## config.mk

```make
export PLATFORM = sky130hd
export DESIGN_NAME = gb_lcd_pattern_tx
export DESIGN_NICKNAME = d
export VERILOG_FILES = /design/src/rtl/gb_lcd_pattern_tx.sv
export SDC_FILE = /design/constraint.sdc
export NUM_CORES = 1
export LEC_CHECK = 0
export ABC_AREA = 1
export CAP_MARGIN = 0
export CORE_ASPECT_RATIO = 0.7
export CORE_MARGIN = 1.5
export CORE_UTILIZATION = 29
export DETAILED_ROUTE_END_ITERATION = 12
export DONT_BUFFER_PORTS = 1
export PLACE_DENSITY = 0.39
export SYNTH_ARGS = -nofsm -noshare
export SYNTH_HDL_FRONTEND = slang
export SYNTH_SLANG_ARGS = --single-unit
```

## constraint.sdc

```tcl
create_clock -name CLK_16MHz -period 2.2 [get_ports CLK_16MHz]
set_input_delay 0.11 -clock CLK_16MHz [delete_from_list [all_inputs] [get_ports CLK_16MHz]]
set_output_delay 0.11 -clock CLK_16MHz [all_outputs]
set_load 0.005 [all_outputs]
```

## src/rtl/gb_lcd_pattern_tx.sv

```systemverilog
// Game Boy style LCD timing generator with selectable test patterns.
// Dot ticks come from a free-running prescaler; all outputs are registered from next-state values.
module gb_lcd_pattern_tx #(
  parameter int CLK_DIV      = 4,
  parameter int LINE_TICKS   = 456,
  parameter int HS_TICKS     = 8,
  parameter int ACTIVE_LINES = 144,
  parameter int TOTAL_LINES  = 154
) (
  input  logic       CLK_16MHz,
  input  logic       RESET_N,
  input  logic       ENABLE,
  input  logic [1:0] MODE,
  input  logic [1:0] SHADE,
  output logic [1:0] GB_DAT,
  output logic       GB_PX_CLK,
  output logic       GB_HSYNC,
  output logic       GB_VSYNC,
  output logic       FRAME_START
);

  localparam int PW = (CLK_DIV > 1) ? $clog2(CLK_DIV) : 1;
  localparam int TW = $clog2(LINE_TICKS);
  localparam int LW = (TOTAL_LINES > 1) ? $clog2(TOTAL_LINES) : 1;

  localparam logic [PW-1:0] PRE_LAST  = PW'(CLK_DIV - 1);
  localparam logic [PW-1:0] PRE_HALF  = PW'(CLK_DIV / 2);
  localparam logic [TW-1:0] TICK_LAST = TW'(LINE_TICKS - 1);
  localparam logic [TW-1:0] HS_T      = TW'(HS_TICKS);
  localparam logic [LW-1:0] LINE_LAST = LW'(TOTAL_LINES - 1);
  localparam logic [LW-1:0] ACT_L     = LW'(ACTIVE_LINES);

  typedef enum logic {IDLE, RUN} state_t;

  state_t        state_reg, state_next;
  logic [PW-1:0] presc_reg, presc_next;
  logic [TW-1:0] tick_reg, tick_next;
  logic [LW-1:0] line_reg, line_next;
  logic [1:0]    mode_reg, mode_next;
  logic [1:0]    shade_reg, shade_next;
  logic          frame_start_next;
  logic [1:0]    dat_next;
  logic          px_clk_next, hsync_next, vsync_next;
  logic          dot_end;
  logic          in_win;
  logic [15:0]   x_full;
  logic [1:0]    xb, yb;

  always_ff @(posedge CLK_16MHz or negedge RESET_N) begin
    if (!RESET_N) begin
      state_reg   <= IDLE;
      presc_reg   <= '0;
      tick_reg    <= '0;
      line_reg    <= '0;
      mode_reg    <= '0;
      shade_reg   <= '0;
      GB_DAT      <= '0;
      GB_PX_CLK   <= 1'b0;
      GB_HSYNC    <= 1'b0;
      GB_VSYNC    <= 1'b0;
      FRAME_START <= 1'b0;
    end else begin
      state_reg   <= state_next;
      presc_reg   <= presc_next;
      tick_reg    <= tick_next;
      line_reg    <= line_next;
      mode_reg    <= mode_next;
      shade_reg   <= shade_next;
      GB_DAT      <= dat_next;
      GB_PX_CLK   <= px_clk_next;
      GB_HSYNC    <= hsync_next;
      GB_VSYNC    <= vsync_next;
      FRAME_START <= frame_start_next;
    end
  end

  // A new dot tick begins on the edge where the prescaler wraps to 0.
  always_comb begin
    dot_end          = (presc_reg == PRE_LAST);
    state_next       = state_reg;
    presc_next       = dot_end ? '0 : presc_reg + 1'b1;
    tick_next        = tick_reg;
    line_next        = line_reg;
    mode_next        = mode_reg;
    shade_next       = shade_reg;
    frame_start_next = 1'b0;
    case (state_reg)
      IDLE: begin
        tick_next = '0;
        line_next = '0;
        if (dot_end && ENABLE) begin
          state_next       = RUN;
          frame_start_next = 1'b1;
        end
      end
      RUN: begin
        if (dot_end) begin
          if (tick_reg == TICK_LAST) begin
            tick_next = '0;
            if (line_reg == LINE_LAST) begin
              line_next = '0;
              if (ENABLE) frame_start_next = 1'b1;
              else        state_next       = IDLE;
            end else begin
              line_next = line_reg + 1'b1;
            end
          end else begin
            tick_next = tick_reg + 1'b1;
          end
        end
      end
      default: state_next = IDLE;
    endcase
    if (frame_start_next) begin
      mode_next  = MODE;
      shade_next = SHADE;
    end
  end

  // Ticks before HS_TICKS wrap x_full to a huge value, so one compare bounds the window.
  always_comb begin
    x_full      = 16'(tick_next) - 16'(HS_TICKS);
    xb          = x_full[4:3];
    yb          = 2'(line_next >> 3);
    in_win      = (state_next == RUN) && (line_next < ACT_L) && (x_full < 16'd160);
    px_clk_next = in_win && (presc_next < PRE_HALF);
    hsync_next  = (state_next == RUN) && (tick_next < HS_T);
    vsync_next  = (state_next == RUN) && (line_next == '0);
    dat_next    = 2'b00;
    if (in_win) begin
      case (mode_next)
        2'd0:    dat_next = shade_next;
        2'd1:    dat_next = xb;
        2'd2:    dat_next = yb;
        default: dat_next = {2{xb[0] ^ yb[0]}};
      endcase
    end
  end

endmodule

```

==> flow_metrics.tcl, run 1 <==
set metrics [dict create \
    rr_endpoint "GB_PX_CLK" \
    yosys_warnings 0 \
    dieArea_mm2 0.00730 \
    final_util_pct 36.5 \
    port_buffers 0 \
    drtIter0Drc 46 \
    synth-seq-area-share_pct 38.1 \
    skew_ps 6.66 \
    antenna_found_initial 0 \
    core_area_mm2 0.00640 \
    worst_pin_slew_ps 477 \
    clock_latency_ps 280 \
    p_per_area_mw_per_mm2 509 \
    fin_ws_ps 179 \
    vdd_drop_max_v 0.000232 \
    syn-num-nets 287 \
    start_kind "flop" \
    netlist_area_mm2 0.00197 \
    n_antenna_cell 0 \
    worstSetupEndpointType "flop" \
    worstPathMaxFanout 4 \
    dpl.hpwl_mm 3.84 \
    r2r_start "tick_reg[0]" \
    num_io_pins 13 \
    arrival_ps 2230 \
    crit_path_cell_trace "ha_4, nand2_4, nor2_4, nand3_4, nand2_8, nor2_4, inv_4, ha_1, nand2_1, nor2_1, nand2_1, nand3_1, nand2_1, nand3_2, nor2_1" \
    cts_tree "yes" \
    cts_buffers 5 \
    gp_congestion 0.729 \
    dpl_worst_slack_ps 81.3 \
    hold_viol_final 0 \
    grt_pass1_vias 1700 \
    placed_area_mm2 0.00213 \
    htree_levels 2 \
    drive_above_1_share_pct 20.5 \
    cts_sinks 30 \
    max_slew_margin_pct 68.2 \
    holdPathEnd "shade_reg[1]" \
    setup_violations 0 \
    cts.clk_slew.worst_paths_ps 70 \
    power_leakage_nw 1.20 \
    largest_reg_flops 9 \
    status "finished, final reports clean" \
    critPathSlowestCell "dfrtp_1" \
    drv_slew 0 \
    worstPathRequired_ps 2410 \
    start_util_pct 30.8 \
    ff2ff_path_depth 15 \
    viasPerCell 4.37 \
    post_drt_wl_per_cell_um 13.1 \
    fp-row-count 24 \
    fin_cells 388 \
    area_growth_pct 18.7 \
    placed_cells 372 \
    ys_types 31 \
    total_power_mw 1.19 \
    drc 0 \
    fin_area_mm2 0.00234 \
    nNetsFinal 308 \
    routed_wl_mm 5.08 \
    r2r_slack_ps 180 \
    globalRouteTotalUtil_pct 15.9 \
    min_period_ps 2020 \
    grt_first_pass_wirelength_mm 8.76 \
    first_pass_iters 4 \
    grt_max_degree 31 \
    die_h_um 71.9 \
    grt_overflow_total 0 \
    max_freq_ghz 0.495 \
    holdWs_ps 10.8 \
    period_share_pct 91.9 \
    holdPathStages 2 \
    min-delay-start "SHADE[1]" \
    worst_path_most_repeated_cell "nand2_1" \
    ant_nets 0 \
    die_w_um 101 \
    synth_cells 275 \
    synth_area_per_cell_um2 7.16 \
    clockRootBuffer "clkbuf_8" \
    hold_class "input port to flop" \
    vias 1696 \
    crit_type "flop to flop" \
    maxCapViolCount 0 \
    critPathMaxStageDelay_ps 420 \
    cts_buffer_depth 2 \
    ys_ff_latch 30 \
    fin_setup_tns_ps 0 \
    fillers 696 \
]
[layout make-up]
class / count / area [um2] / share of cell area (%)
clock inverter: 1 / 5.00 / 0.214
multi-input combinational: 189 / 1040 / 44.3
clock buffer: 7 / 86.3 / 3.70
timing repair buffer: 16 / 138 / 5.89
inverter: 54 / 206 / 8.84
tap: 91 / 114 / 4.87
sequential: 30 / 751 / 32.1
[cells by family after synthesis]
group	after synthesis	share of synthesized area, %
AOI/OAI and AO/OA	16	5.53
xor gates and xnor gates	2	0.890
adders and majority gates	5	3.18
buffers and inverters	56	11.1
DFF	30	38.1
and+or+nand+nor	166	41.1
[worst max-delay path: cells and delay by family (launching register included)]
kind | cells | cell delay, ps
adder cells (fa/ha/maj) | 2 | 410
AND/OR/NAND/NOR | 12 | 1040
flip-flops | 1 | 420
buffers and inverters | 1 | 60
[timing repair]
action | 4_1_cts | 5_1_grt
setup endpoints to repair | 0 | 5
buffers inserted | 0 | 5
endpoints found under the hold margin | 31 | 0
hold buffers | 3 | 0
resized for setup | 0 | 7
[power breakdown]
group          total, mW  internal (mW)  switching, mW
Combinational      0.126         0.0508         0.0755
Clock              0.477          0.253          0.225
Sequential         0.585          0.570         0.0142
Total               1.19          0.874          0.314
[cells in the mapped netlist, drive strengths merged]
cell	number	area (um2)
or2	1	6.26
o22ai	1	6.26
o31ai	2	15.0
a32o	1	10.0
clkinv	3	12.5
a21oi	1	5.00
inv	51	194
xor2	2	17.5
ha	5	62.6
buf	2	12.5
nand2	88	374
nand3	33	205
nor3	4	20.0
nand3b	1	7.51
o211ai	1	7.51
dfrtp	30	751
nor2	32	153
nand4	7	43.8
o21ai	10	65.1
[cell usage in the layout (no fill, tap or decap), types with 2 or more instances in the layout]
master and n:
ha_1 3, o31ai_1 2, buf_4 13, nand2_2 11
nor3_1 4, nor2_1 25, nand2_1 75, dlygate4sd3_1 2
inv_2 7, nor2_4 4, ha_4 2, clkinv_1 2
o21ai_1 2, xor2_1 2, clkbuf_8 6, nor2_2 3
nand3_2 3, nand4_1 7, dfrtp_1 30, clkinv_2 2
nand3_1 28, inv_1 43, o21ai_0 4, o21ai_2 4
nand3_4 2
[layer usage]
layer  share of wire, %  global-route usage [%]
met1                 56                    24.3
met2                 40                    22.6
met3                2.5                    3.66
met4               0.79                    3.86
met5                  0                       0
[worst max path at each step]
stage | startpoint | end | cells after the start
global placement | presc_reg[0] | GB_PX_CLK | 13
detailed placement | presc_reg[0] | GB_PX_CLK | 13
CTS | presc_reg[0] | GB_PX_CLK | 13
floorplan | presc_reg[0] | GB_DAT[0] | 14
finish | tick_reg[0] | GB_PX_CLK | 15
global route | tick_reg[1] | GB_PX_CLK | 16
(Power assumes the default switching activity.)
==> inputs of run 2 (changes only) <==
==> constraint.sdc (replaced) <==
create_clock -name CLK_16MHz -period 2.4 [get_ports CLK_16MHz]
set_input_delay 0.12 -clock CLK_16MHz [delete_from_list [all_inputs] [get_ports CLK_16MHz]]
set_output_delay 0.12 -clock CLK_16MHz [all_outputs]
set_load 0.005 [all_outputs]
==> run 2 against run 1 <==
  * Maximum frequency down 7.9%
  * Sequential power down 8.5%
  * Count of clock-buffer cells in the layout unchanged
  * Setup slack improved by 26 ps
==> flow_metrics.tcl, run 2 (synthesized netlist as in run 1, its figures left out) <==
set metrics [dict create \
    routed_wl_mm 4.96 \
    fin_cells 381 \
    gp_congestion 0.764 \
    clockPowerShare_pct 40.1 \
    worstSetupEndpointType "flop" \
    drv_slew 0 \
    grt_max_degree 31 \
    grt_overflow_total 0 \
    drtIter0Drc 59 \
    htree_levels 2 \
    cts_tree "yes" \
    p_sw_uw 277 \
    grt_first_pass_wirelength_mm 8.65 \
    worstPathRequired_ps 2610 \
    min_period_ps 2200 \
    vias 1682 \
    p_per_area_mw_per_mm2 475 \
    cts.clk_slew.worst_paths_ps 70 \
    hold_class "input port to flop" \
    cts_buffers 5 \
    largest_reg_flops 9 \
    final_common_cell "nand2_1" \
    fin_setup_tns_ps 0 \
    power_leakage_nw 1.17 \
    worstPathMaxFanout 6 \
    grt_pass1_vias 1661 \
    placed_cells 369 \
    port_buffers 0 \
    area_growth_pct 14.2 \
    dpl.hpwl_mm 3.92 \
    max_freq_ghz 0.455 \
    dieArea_mm2 0.00730 \
    rsz0062_at_grt "no" \
    cts_setup_buffers 0 \
    maxCapViolCount 0 \
    p_comb_share_pct 9.7 \
    clockRootBuffer "clkbuf_8" \
    drive_above_1_share_pct 17.2 \
    n_antenna_cell 0 \
    switching_share_pct 25.9 \
    period_share_pct 91.5 \
    cts_hold_buf 4 \
    antenna_found_initial 0 \
    p_int_uw 791 \
    globalRouteTotalUtil_pct 15.7 \
    arrival_ps 2410 \
    ant_nets 0 \
    power.share.sequential_pct 50.2 \
    skew_ps 6.14 \
    num_io_pins 13 \
    status "finished, final reports clean" \
    start_kind "flop" \
    setup_violations 0 \
    postCtsResizedCells 0 \
    viasPerCell 4.41 \
    first_pass_iters 4 \
    nNetsFinal 301 \
    die_w_um 101 \
    die_h_um 71.9 \
    worst_pin_slew_ps 349 \
    cts_buffer_depth 2 \
    core_area_mm2 0.00640 \
    clock_latency_ps 280 \
    max_slew_margin_pct 76.6 \
    hold_viol_final 0 \
    drc 0 \
    post_drt_wl_per_cell_um 13.0 \
    crit_type "flop to flop" \
    final_cell_mix "nand2_1 (76), inv_1 (43), dfrtp_1 (30), nand3_1 (28), nor2_1 (25)" \
    vdd_drop_max_v 0.000220 \
    fp-row-count 24 \
    start_util_pct 30.8 \
    cts_sinks 30 \
]
[run 2: through the flow]
step / setup WS (ps) / power, mW / hold slack (ps) / area [um2] / utilization [%]
4_1_cts: 206 / 1.08 / 98.4 / 2250 / 35.2
6_report: 205 / 1.07 / 112 / 2250 / 35.2
3_3_place_gp: 194 / 0.633 / -174 / 2110 / 32.9
5_1_grt: 2.65 / 1.12 / 125 / 2250 / 35.2
2_1_floorplan: 498 / 0.611 / -176 / 1970 / -
3_5_place_dp: 256 / 0.630 / -174 / 2110 / 32.9
[run 2: worst paths after layout]
kind	end	slack, ps	from	depth (start not counted)
worst min-delay path	mode_reg[0]	110	MODE[0]	2
min in group asynchronous	tick_reg[0]	280	RESET_N	2
worst min register to register	presc_reg[0]	430	presc_reg[0]	1
worst max register to register	GB_DAT[1]	200	tick_reg[0]	15
worst max-delay path	GB_DAT[1]	200	tick_reg[0]	15
max in group asynchronous	state_reg	1940	RESET_N	2
[run 2: per-layer routing]
metal  routed length, um  vias up  GRT usage, %  part of all wire, %
li1                    -      885             -                    -
met4                  42        0          4.63                 0.85
met1                2700      769          23.1                   54
met2                2060       23          22.7                   42
met5                   0        -             0                    0
met3                 152        5          3.85                  3.1
[run 2: layout make-up]
class                   count  area [um2]
flip-flops and latches     30         751
well taps                  91         114
fillers                   688        4150
inverters                  54         206
multi-input cells         189         998
repair buffers              9        87.6
clock inverters             1        5.00
clock buffers               7        86.3
[run 2: power groups by stage]
stage               clock (mW)  combinational, mW  sequential, mW
floorplan                    0             0.0700           0.542
global placement             0             0.0874           0.546
detailed placement           0             0.0859           0.545
CTS                      0.443              0.106           0.536
global route             0.463              0.118           0.538
finish                   0.428              0.104           0.535
[run 2: critical path, cell delays in order, from the launching register on]
cell,delay (ps)
dfrtp_1,390
ha_1,240
nand2_2,140
nor2_2,80
nand3_4,150
nand2_8,90
nor2_4,160
inv_4,60
ha_1,220
nand2_1,110
nor2_1,50
nand2_1,80
nand3_1,90
nand2_1,80
nand3_2,70
nor2_1,100
